===== config.mk =====
export PLATFORM = sky130hd
export DESIGN_NAME = ex_stage
export DESIGN_NICKNAME = d
export VERILOG_FILES = /design/src/rtl/mips_pkg.sv /design/src/rtl/muldiv_unit.sv /design/src/rtl/ex_stage.sv
export SDC_FILE = /design/constraint.sdc
export NUM_CORES = 2
export LEC_CHECK = 0
export CORE_MARGIN = 10
export CORE_UTILIZATION = 45
export DETAILED_ROUTE_END_ITERATION = 7
export SLEW_MARGIN = 15
export SYNTH_ARGS = -nofsm -noshare
export SYNTH_HDL_FRONTEND = slang
export SYNTH_SLANG_ARGS = --single-unit

===== constraint.sdc =====
create_clock -name clock -period 23.4 [get_ports clock]
set_input_delay 2.34 -clock clock [delete_from_list [all_inputs] [get_ports clock]]
set_output_delay 2.34 -clock clock [all_outputs]
set_load 0.005 [all_outputs]

===== src/rtl/mips_pkg.sv =====
// rtl/mips_pkg.sv - shared ALU codes, result-select codes and mul/div FSM encoding
package mips_pkg;

  localparam logic [3:0] ALU_ADD   = 4'd0;
  localparam logic [3:0] ALU_SUB   = 4'd1;
  localparam logic [3:0] ALU_AND   = 4'd2;
  localparam logic [3:0] ALU_OR    = 4'd3;
  localparam logic [3:0] ALU_XOR   = 4'd4;
  localparam logic [3:0] ALU_NOR   = 4'd5;
  localparam logic [3:0] ALU_SLT   = 4'd6;
  localparam logic [3:0] ALU_SLTU  = 4'd7;
  localparam logic [3:0] ALU_SLL   = 4'd8;
  localparam logic [3:0] ALU_SRL   = 4'd9;
  localparam logic [3:0] ALU_SRA   = 4'd10;
  localparam logic [3:0] ALU_MULT  = 4'd11;
  localparam logic [3:0] ALU_MULTU = 4'd12;
  localparam logic [3:0] ALU_DIV   = 4'd13;
  localparam logic [3:0] ALU_DIVU  = 4'd14;
  localparam logic [3:0] ALU_LUI   = 4'd15;

  // Result source select, muxctrl[1:0]; 11 is an alias of the ALU path
  localparam logic [1:0] SEL_ALU     = 2'b00;
  localparam logic [1:0] SEL_HI      = 2'b01;
  localparam logic [1:0] SEL_LO      = 2'b10;
  localparam logic [1:0] SEL_ALU_ALT = 2'b11;

  typedef enum logic [1:0] {
    MD_IDLE = 2'd0,
    MD_BUSY = 2'd1,
    MD_DONE = 2'd2
  } md_state_t;

  // Mul/div unit operation encoding
  localparam logic [1:0] MD_MULT  = 2'd0;
  localparam logic [1:0] MD_MULTU = 2'd1;
  localparam logic [1:0] MD_DIV   = 2'd2;
  localparam logic [1:0] MD_DIVU  = 2'd3;

  function automatic logic is_muldiv(input logic [3:0] code);
    return (code == ALU_MULT) || (code == ALU_MULTU) ||
           (code == ALU_DIV)  || (code == ALU_DIVU);
  endfunction

  function automatic logic [1:0] muldiv_op(input logic [3:0] code);
    case (code)
      ALU_MULTU: return MD_MULTU;
      ALU_DIV:   return MD_DIV;
      ALU_DIVU:  return MD_DIVU;
      default:   return MD_MULT;
    endcase
  endfunction

  function automatic logic op_is_signed(input logic [1:0] op);
    return (op == MD_MULT) || (op == MD_DIV);
  endfunction

endpackage


===== src/rtl/muldiv_unit.sv =====
// rtl/muldiv_unit.sv - iterative shift-add multiply / restoring divide with HI/LO
module muldiv_unit
  import mips_pkg::*;
#(
  parameter int MULDIV_CYCLES = 32
) (
  input  logic        clock,
  input  logic        reset,
  input  logic        start,
  input  logic [1:0]  op,
  input  logic [31:0] a,
  input  logic [31:0] b,
  output logic        idle,
  output logic        busy,
  output logic        done,
  output logic [31:0] hi,
  output logic [31:0] lo
);

  localparam logic [4:0] LAST_STEP = 5'(MULDIV_CYCLES - 1);

  md_state_t   state, state_next;
  logic [4:0]  count;
  logic [63:0] acc;          // multiply: {partial product, multiplier}; divide: {remainder, quotient}
  logic [31:0] opb_mag;      // multiplicand or divisor magnitude
  logic [31:0] raw_a;        // original dividend, returned in HI on divide by zero
  logic [1:0]  op_q;
  logic        neg_q;        // negate product / quotient
  logic        neg_r;        // negate remainder
  logic        div_zero;

  logic        sgn;
  logic [31:0] a_mag, b_mag;
  logic        is_mul;
  logic [32:0] mul_sum;
  logic [63:0] mul_next;
  logic [64:0] div_shift;
  logic [32:0] div_trial;
  logic [63:0] div_next;
  logic [63:0] prod;
  logic [31:0] res_hi, res_lo;

  // State register
  always_ff @(posedge clock or posedge reset) begin
    if (reset) state <= MD_IDLE;
    else       state <= state_next;
  end

  // Next state: a start is only honoured in IDLE, so DONE never re-accepts
  always_comb begin
    state_next = state;
    case (state)
      MD_IDLE: if (start) state_next = MD_BUSY;
      MD_BUSY: if (count == LAST_STEP) state_next = MD_DONE;
      MD_DONE: state_next = MD_IDLE;
      default: state_next = MD_IDLE;
    endcase
  end

  // State decode outputs
  always_comb begin
    idle = (state == MD_IDLE);
    busy = (state == MD_BUSY);
    done = (state == MD_DONE);
  end

  // Operand magnitudes, one iteration step and final sign fixup
  always_comb begin
    sgn       = op_is_signed(op);
    a_mag     = (sgn && a[31]) ? (~a + 32'd1) : a;
    b_mag     = (sgn && b[31]) ? (~b + 32'd1) : b;
    is_mul    = (op_q == MD_MULT) || (op_q == MD_MULTU);

    mul_sum   = {1'b0, acc[63:32]} + {1'b0, (acc[0] ? opb_mag : 32'd0)};
    mul_next  = {mul_sum, acc[31:1]};

    div_shift = {acc, 1'b0};
    div_trial = div_shift[64:32] - {1'b0, opb_mag};
    div_next  = div_trial[32] ? div_shift[63:0]
                              : {div_trial[31:0], div_shift[31:1], 1'b1};

    prod      = neg_q ? (~acc + 64'd1) : acc;
    if (is_mul) begin
      res_hi = prod[63:32];
      res_lo = prod[31:0];
    end else if (div_zero) begin
      res_hi = raw_a;
      res_lo = 32'hFFFF_FFFF;
    end else begin
      res_lo = neg_q ? (~acc[31:0] + 32'd1) : acc[31:0];
      res_hi = neg_r ? (~acc[63:32] + 32'd1) : acc[63:32];
    end
  end

  // Datapath: latch operands in IDLE, iterate in BUSY, commit HI/LO in DONE
  always_ff @(posedge clock or posedge reset) begin
    if (reset) begin
      count    <= 5'd0;
      acc      <= 64'd0;
      opb_mag  <= 32'd0;
      raw_a    <= 32'd0;
      op_q     <= 2'd0;
      neg_q    <= 1'b0;
      neg_r    <= 1'b0;
      div_zero <= 1'b0;
      hi       <= 32'd0;
      lo       <= 32'd0;
    end else begin
      case (state)
        MD_IDLE: begin
          if (start) begin
            count    <= 5'd0;
            acc      <= {32'd0, a_mag};
            opb_mag  <= b_mag;
            raw_a    <= a;
            op_q     <= op;
            neg_q    <= sgn && (a[31] ^ b[31]);
            neg_r    <= sgn && a[31];
            div_zero <= op[1] && (b == 32'd0);
          end
        end
        MD_BUSY: begin
          acc   <= is_mul ? mul_next : div_next;
          count <= count + 5'd1;
        end
        MD_DONE: begin
          hi <= res_hi;
          lo <= res_lo;
        end
        default: ;
      endcase
    end
  end

endmodule


===== src/rtl/ex_stage.sv =====
// rtl/ex_stage.sv - MIPS execute stage: ALU, result mux, bubble insertion, EX/MEM registers
module ex_stage
  import mips_pkg::*;
#(
  parameter int MULDIV_CYCLES = 32
) (
  input  logic        clock,
  input  logic        reset,
  input  logic [31:0] d1_in,
  input  logic [31:0] d2_in,
  input  logic [4:0]  rd_in,
  input  logic [3:0]  aluctrl_in,
  input  logic [7:0]  muxctrl_in,
  input  logic [2:0]  memctrl_in,
  output logic [31:0] alu_out,
  output logic [31:0] d2_out,
  output logic [4:0]  rd_out,
  output logic [7:0]  muxctrl_out,
  output logic [2:0]  memctrl_out,
  output logic        stall,
  output logic [31:0] hi_out,
  output logic [31:0] lo_out
);

  logic [31:0] alu_res;
  logic [31:0] result;
  logic        md_start;
  logic [1:0]  md_op;
  logic        md_idle, md_busy, md_done;
  logic [31:0] hi, lo;
  logic        bubble;

  assign md_start = is_muldiv(aluctrl_in);
  assign md_op    = muldiv_op(aluctrl_in);

  muldiv_unit #(
    .MULDIV_CYCLES(MULDIV_CYCLES)
  ) u_muldiv (
    .clock (clock),
    .reset (reset),
    .start (md_start),
    .op    (md_op),
    .a     (d1_in),
    .b     (d2_in),
    .idle  (md_idle),
    .busy  (md_busy),
    .done  (md_done),
    .hi    (hi),
    .lo    (lo)
  );

  assign hi_out = hi;
  assign lo_out = lo;

  // Hold the front end while a mul/div is being accepted or iterating; never during reset
  assign stall  = ~reset & ((md_idle & md_start) | md_busy);
  // A retiring mul/div has no GPR writeback, so it leaves as a bubble too
  assign bubble = stall | md_done;

  // Single-cycle ALU; mul/div codes produce 0 here since they only write HI/LO
  always_comb begin
    alu_res = 32'd0;
    case (aluctrl_in)
      ALU_ADD:  alu_res = d1_in + d2_in;
      ALU_SUB:  alu_res = d1_in - d2_in;
      ALU_AND:  alu_res = d1_in & d2_in;
      ALU_OR:   alu_res = d1_in | d2_in;
      ALU_XOR:  alu_res = d1_in ^ d2_in;
      ALU_NOR:  alu_res = ~(d1_in | d2_in);
      ALU_SLT:  alu_res = {31'd0, $signed(d1_in) < $signed(d2_in)};
      ALU_SLTU: alu_res = {31'd0, d1_in < d2_in};
      ALU_SLL:  alu_res = d2_in << d1_in[4:0];
      ALU_SRL:  alu_res = d2_in >> d1_in[4:0];
      ALU_SRA:  alu_res = $unsigned($signed(d2_in) >>> d1_in[4:0]);
      ALU_LUI:  alu_res = {d2_in[15:0], 16'd0};
      default:  alu_res = 32'd0;
    endcase
  end

  // Result source select
  always_comb begin
    result = alu_res;
    case (muxctrl_in[1:0])
      SEL_ALU:     result = alu_res;
      SEL_HI:      result = hi;
      SEL_LO:      result = lo;
      SEL_ALU_ALT: result = alu_res;
      default:     result = alu_res;
    endcase
  end

  // EX/MEM register with bubble insertion; store data always follows the input
  always_ff @(posedge clock or posedge reset) begin
    if (reset) begin
      alu_out     <= 32'd0;
      d2_out      <= 32'd0;
      rd_out      <= 5'd0;
      muxctrl_out <= 8'd0;
      memctrl_out <= 3'd0;
    end else begin
      d2_out <= d2_in;
      if (bubble) begin
        alu_out     <= 32'd0;
        rd_out      <= 5'd0;
        muxctrl_out <= 8'd0;
        memctrl_out <= 3'd0;
      end else begin
        alu_out     <= result;
        rd_out      <= rd_in;
        muxctrl_out <= muxctrl_in;
        memctrl_out <= memctrl_in;
      end
    end
  end

endmodule


---- Word level (Yosys, flattened, before mapping) ----
Index checks and enable logic that the tools add are counted.
storage, ports and cells
  register bits after elaboration ......... 284
  input bits .............................. 86
  output and inout bits ................... 145
  logic and storage cells ................. 117
operators by class
  add/subtract/negate cells ............... 10
  magnitude comparators ................... 2
  equal/unequal tests ..................... 25
  shift operators ......................... 3
  mux-type cells .......................... 26
  bitwise logic cells ..................... 15
  reductions and logical operators ........ 20
operators by type and width
  operator                                                               number
  32-bit case mux with 12 select lines                                   1
  32-bit two-way mux                                                     10
  64-bit two-way mux                                                     4
  32-bit inverter                                                        5
  32-bit by 1-bit adder with 32-bit output, second input constant        4
  64-bit case mux with 2 select lines                                    1
  32-bit case mux with 3 select lines                                    1
  64-bit by 1-bit adder with 64-bit output, second input constant        1
  32-bit < comparator                                                    2
  64-bit inverter                                                        1
  32-bit by 32-bit adder with 33-bit output                              1
  33-bit by 32-bit subtractor with 33-bit output                         1
  32-bit adder                                                           1
  32-bit bitwise AND                                                     1
  4-bit equality test, second input constant                             8
  32-bit logical NOT                                                     1
  32-bit OR                                                              1
  32-bit by 5-bit left shift with 32-bit output                          1
  32-bit by 5-bit right shift with 32-bit output                         1
  32-bit by 5-bit >>> shifter with 32-bit output                         1
  32-bit subtractor                                                      1
  32-bit bitwise XOR                                                     1
  4-bit by 3-bit equality test with 1-bit output, second input constant  4
  5-bit two-way mux                                                      2
  25 further kinds                                                       46

---- Longest topological paths before layout ----
  depth after elaboration ................. 9
  gate-level depth with buffers ........... 16
  depth with buffers taken out ............ 13

---- By module ----
Synthesis repeated with hierarchy kept, for this count alone.
unflattened totals
  cells, all modules ...................... 3,592
  area, all modules ....................... 27,702.8 µm²
modules (own cells, without submodules)
  module       times used  cells each  area an instance (µm²)  seq. area each (µm²)
  muldiv_unit  1           1,996       15,807.7                5,079.9
  ex_stage     1           1,596       11,895.2                2,001.9

---- Least setup slack after synthesis ----
Ideal clock, no wire load.
  path type ............................... input -> register
  from .................................... in reset
  to ...................................... reg alu_out[30]
  library setup time ...................... 0.137 ns
  data arrival time ....................... 9.883 ns
  data required time ...................... 23.263 ns
  slack ................................... 13.380 ns
  cell stages on the path ................. 9
  buffers on the path ..................... 0
  path through ............................ inv_1 > nor2_1 > a31oi_1 > nor2_1 > nor4_1 > nand2_1 > a311oi_1 > o21ai_0 > nor3b_1
on the way
  longest elaborated chain between the ends .. 4
ends and longest elaborated chain
  item                  RTL line         source
  from (decl)           ex_stage.sv:8    input logic reset,
  1-bit inverter        ex_stage.sv:56   assign stall = ~reset & ((md_idle & md_start) | md_busy);
  1-bit bitwise AND     ex_stage.sv:56
  1-bit OR              ex_stage.sv:58   assign bubble = stall | md_done;
  32-bit two-way mux    ex_stage.sv:102  if (bubble) begin
  to (signal assigned)  ex_stage.sv:108  alu_out <= result;
  to (decl)             ex_stage.sv:15   output logic [31:0] alu_out,
Every way passes these cells.
A chain may end at the register's enable or synchronous reset.

---- Worst setup path in the final report ----
  from .................................... in aluctrl_in[1]
  to ...................................... out stall
on the way
  longest elaborated chain between the ends .. 7
  elaborated cells between the ends (all ways) .. 10
  classes of those cells .................. eq/ne: 4; bitwise: 3; reduce/logical: 3
ends and longest elaborated chain
  item                            RTL line        source
  from (decl)                     ex_stage.sv:12  input logic [3:0] aluctrl_in,
  4-bit equality test             mips_pkg.sv:40  return (code == ALU_MULT) || (code == ALU_MULTU) ||
  1-bit logical OR (2 in series)  mips_pkg.sv:40
  1-bit logical OR (*)            mips_pkg.sv:41  (code == ALU_DIV) || (code == ALU_DIVU);
  1-bit bitwise AND (*)           ex_stage.sv:56
  1-bit OR (*)                    ex_stage.sv:56
  1-bit bitwise AND (*)           ex_stage.sv:56
  to (decl)                       ex_stage.sv:20  output logic stall,
Every way passes the cells marked *; elsewhere a longest branch is shown, timed or not.

==> impl_results.md <==
* Status: complete, no violations
* Warnings, synthesis at 0
* CTS resizes at 0
* Worst path max stage delay at 1.03 ns
* EDFF count, synth at 0
* # hold bufs at CTS at 0
* Ys flop type: dfrtp_1
* Worst path cell trace: clkdlybuf4s50_1, a21boi_0, o21ai_0, nor3_2, nor2_2, nor2_1, clkdlybuf4s50_1
* Reg clk slew, reported paths at 0.06 ns
* Worst vdd ir at 107.2 µV
* Max clock buf depth at 3
* Proportion of layout cells with a drive suffix above 1 at 0.07667
* I/O pin cnt at 231
* WP data required at 21.06 ns
* CP Launch Type: primary input
* CTS root buffer: clkbuf_16
* Drt drc at 0
* Gr ovfl total at 0
* Reg2Reg Depth at 11
* Largest cells by area after synthesis: dfrtp_1 (25%), ha_1 (7.8%), a21oi_1 (5.5%)
* Hold-critical path depth at 2
* TritonRoute pass-1 iters at 7
* Number of buffers created by CTS at 38
* Fmax at 0.1268 GHz
* GRT Overall Usage at 0.3726
* CP dominant cell by count: clkdlybuf4s50_1
* Worst-path maximum fanout at 25
* Cells after Synth at 3,569
* Syn avg cell area at 7.880 µm²
* Synth area leader: dfrtp_1
* Critical path endpoint category: output port
* Largest net degree at the start of global routing at 138
* CP Buf/Inv Count at 2
* Finished Cell Area at 32,260 µm²
* Endpoints failing setup at 0
* H-tree depth at 2
* Clk_skew at 0.04283 ns
* Hold crit path type: reg -> reg
* CTS tree: done
* Die Y-Extent at 270.0 µm
* Synth Area in Adders at 0.08071
* Ys async rst share at 1.000
* Compound-Gate Fraction of Synth Area at 0.2691
* Power density over the cells at 110.8 nW/µm²
* Via count at 30,730
* Slew Viols, Final at 0
* Arr. time, crit path at 5.55 ns
* Post-synthesis mux area share at 0.09099
* Sequential share of the synthesized area at 0.2518
* Critical path depth at 7
* CTS sink count at 283
* Hold Vio Cnt, Final at 0
* Initial antenna violation count at 3
* Critical path class: in -> out
* Post-route minimum period at 7.888 ns
* GPL Wtd Cong at 1.023
* Chip width at 270.0 µm
* Top Family by Delay on Critical Path: buffers and inverters
* Drt total wl at 142,200 µm
* DR iter-0 viols at 4,480
* Layout fillers at 5,957
* Simple-gate portion of the synthesized area at 0.1859
* Worst skew pair latency at 0.60 ns
* Crit-path slowest cell: clkdlybuf4s50_1
* Xor/xnor share of the synthesized area at 0.05949
* Via/cell ratio at 6.839
* Worst relative slew slack at 0.1886
* Number of global-route vias before repair at 29,180
* Setup TNS Final at 0 ns
* IO Port Bufs at 230
* Initial Util at 0.4549
* Tightest Pin Transition at 1.216 ns
* Area growth from synthesis to layout at 14.73%
* FP Rows at 91
* RSZ-0062 raised after global routing: false
* Die Area at 72,890 µm²
* Placed Area at 31,000 µm²
* HPWL after detailed placement at 107,200 µm
* Drt wl/cell at 31.63 µm
* Yosys cell types at 89
* First-pass GRT wire length at 204,900 µm
* Core area at 61,830 µm²
* Combinational family with the most area after synthesis: compound AO/OA/AOI/OAI gates
* Leak at 0.01337 µW
* Syn_nets at 3,834
* Final cell count without fillers at 4,494
* Placed cells at 4,422
* Synthesized cell area at 28,120 µm²
* Max Cap Violations at 0
* Period utilization at 0.3371
* Synth Register Bits at 283
* DRT antenna net count at 0
* Nets at 3,890
* Yosys top cell area share at 0.2518
* Setup Fix Bufs, Post-CTS at 0
-- final timing paths --
kind,from,end,slack (ns)
min,u_muldiv.raw_a[31],u_muldiv.raw_a[31],0.48
min in group asynchronous,reset,u_muldiv.hi[22],2.29
min reg2reg,u_muldiv.raw_a[31],u_muldiv.raw_a[31],0.48
max reg2reg,u_muldiv.acc[0],u_muldiv.hi[8],18.53
max in group asynchronous,reset,u_muldiv.op_q[1],19.52
max,aluctrl_in[1],stall,15.51
-- area by class of cell --
cell class / count / area, µm² / area share
Antenna cell: 5 / 12.51 / 0.0003878
Timing Repair Buffer: 306 / 2865 / 0.08881
Multi-Input combinational cell: 2831 / 19380 / 0.6006
Tap cell: 837 / 1047 / 0.03246
Clock inverter: 16 / 167.7 / 0.005197
Sequential cell: 283 / 7086 / 0.2196
Clock buffer: 51 / 1080 / 0.03347
Inverter: 165 / 626.9 / 0.01943
-- report_power, final --
part / total (µW) / switching [µW] / internal [µW]
Combinational: 2060 / 1250 / 817
Clock: 605 / 258 / 348
Sequential: 905 / 271 / 634
Total: 3570 / 1770 / 1800
-- cell families after synthesis --
kind of cell               Yosys count
AOI/OAI and AO/OA                 1178
xor gates and xnor gates           191
adders and majority gates          179
buffers and inverters              455
DFF                                283
muxes                              180
and+or+nand+nor                   1103
-- cell usage in the layout, fill, tap and decap left out, types with 44 or more instances in the layout --
cell type / instances
nand2_1: 334
nor2_1: 333
a21oi_1: 306
o21ai_0: 294
dfrtp_1: 282
clkdlybuf4s50_1: 225
ha_1: 174
inv_1: 158
xnor2_1: 126
mux2i_1: 106
nand3_1: 78
buf_4: 77
nor3_1: 73
xor2_1: 65
mux4_2: 59
o31ai_1: 53
a211oi_1: 52
o211ai_1: 50
a31oi_1: 44
-- registers in the layout, summed over array words and instances, names as in the netlist, 8 cells and up --
name and cells:
u_muldiv.acc 64, alu_out 32, d2_out 32, u_muldiv.hi 32
u_muldiv.lo 32, u_muldiv.opb_mag 32, u_muldiv.raw_a 32, muxctrl_out 8
-- through the flow --
step | hold WS (ns) | util | worst slack, ns | power [µW]
after floorplan | 0.4446 | - | 13.23 | 2241
after global placement | 0.4630 | 0.5015 | 15.85 | 2846
after detailed placement | 0.4635 | 0.5015 | 15.75 | 2895
after CTS | 0.4781 | 0.5216 | 15.73 | 3510
after global routing | 0.5041 | 0.5216 | 15.37 | 3780
final | 0.4785 | 0.5218 | 15.51 | 3573
-- routing by layer --
| metal | vias up | track usage | wire (µm) | part of all wire |
|---|---|---|---|---|
| met3 | 425 | 0.1017 | 15780 | 0.11 |
| li1 | 13220 | - | - | - |
| met2 | 2037 | 0.5708 | 62130 | 0.44 |
| met1 | 15060 | 0.4615 | 53900 | 0.38 |
| met4 | 0 | 0.2265 | 10350 | 0.073 |
| met5 | - | 0 | 0 | 0 |
-- synth_stat cells, types with 19 or more instances --
cell type / instances
nor2_1: 338
nand2_1: 334
a21oi_1: 307
o21ai_0: 294
dfrtp_1: 283
clkbuf_1: 241
ha_1: 175
inv_1: 159
xnor2_1: 126
mux2i_1: 106
nand3_1: 78
nor3_1: 74
xor2_1: 65
mux4_2: 59
o31ai_1: 53
a211oi_1: 52
o211ai_1: 50
a31oi_1: 45
a22oi_1: 42
a21o_1: 40
or3_1: 33
o221ai_1: 32
buf_1: 30
nand4_1: 29
a221oi_1: 27
and2_1: 27
and3_1: 27
nand2b_1: 26
nor2b_1: 26
nor4_1: 26
o22ai_1: 25
o21bai_1: 24
o41ai_1: 20
a221o_1: 19
-- tightest hold or removal path: cells and delay by family (launching register included) --
family	cells	cell delay [ns]
flip-flops	1	0.34
AND/OR/NAND/NOR	2	0.11
Note: power is estimated with default switching activity, not from simulation.
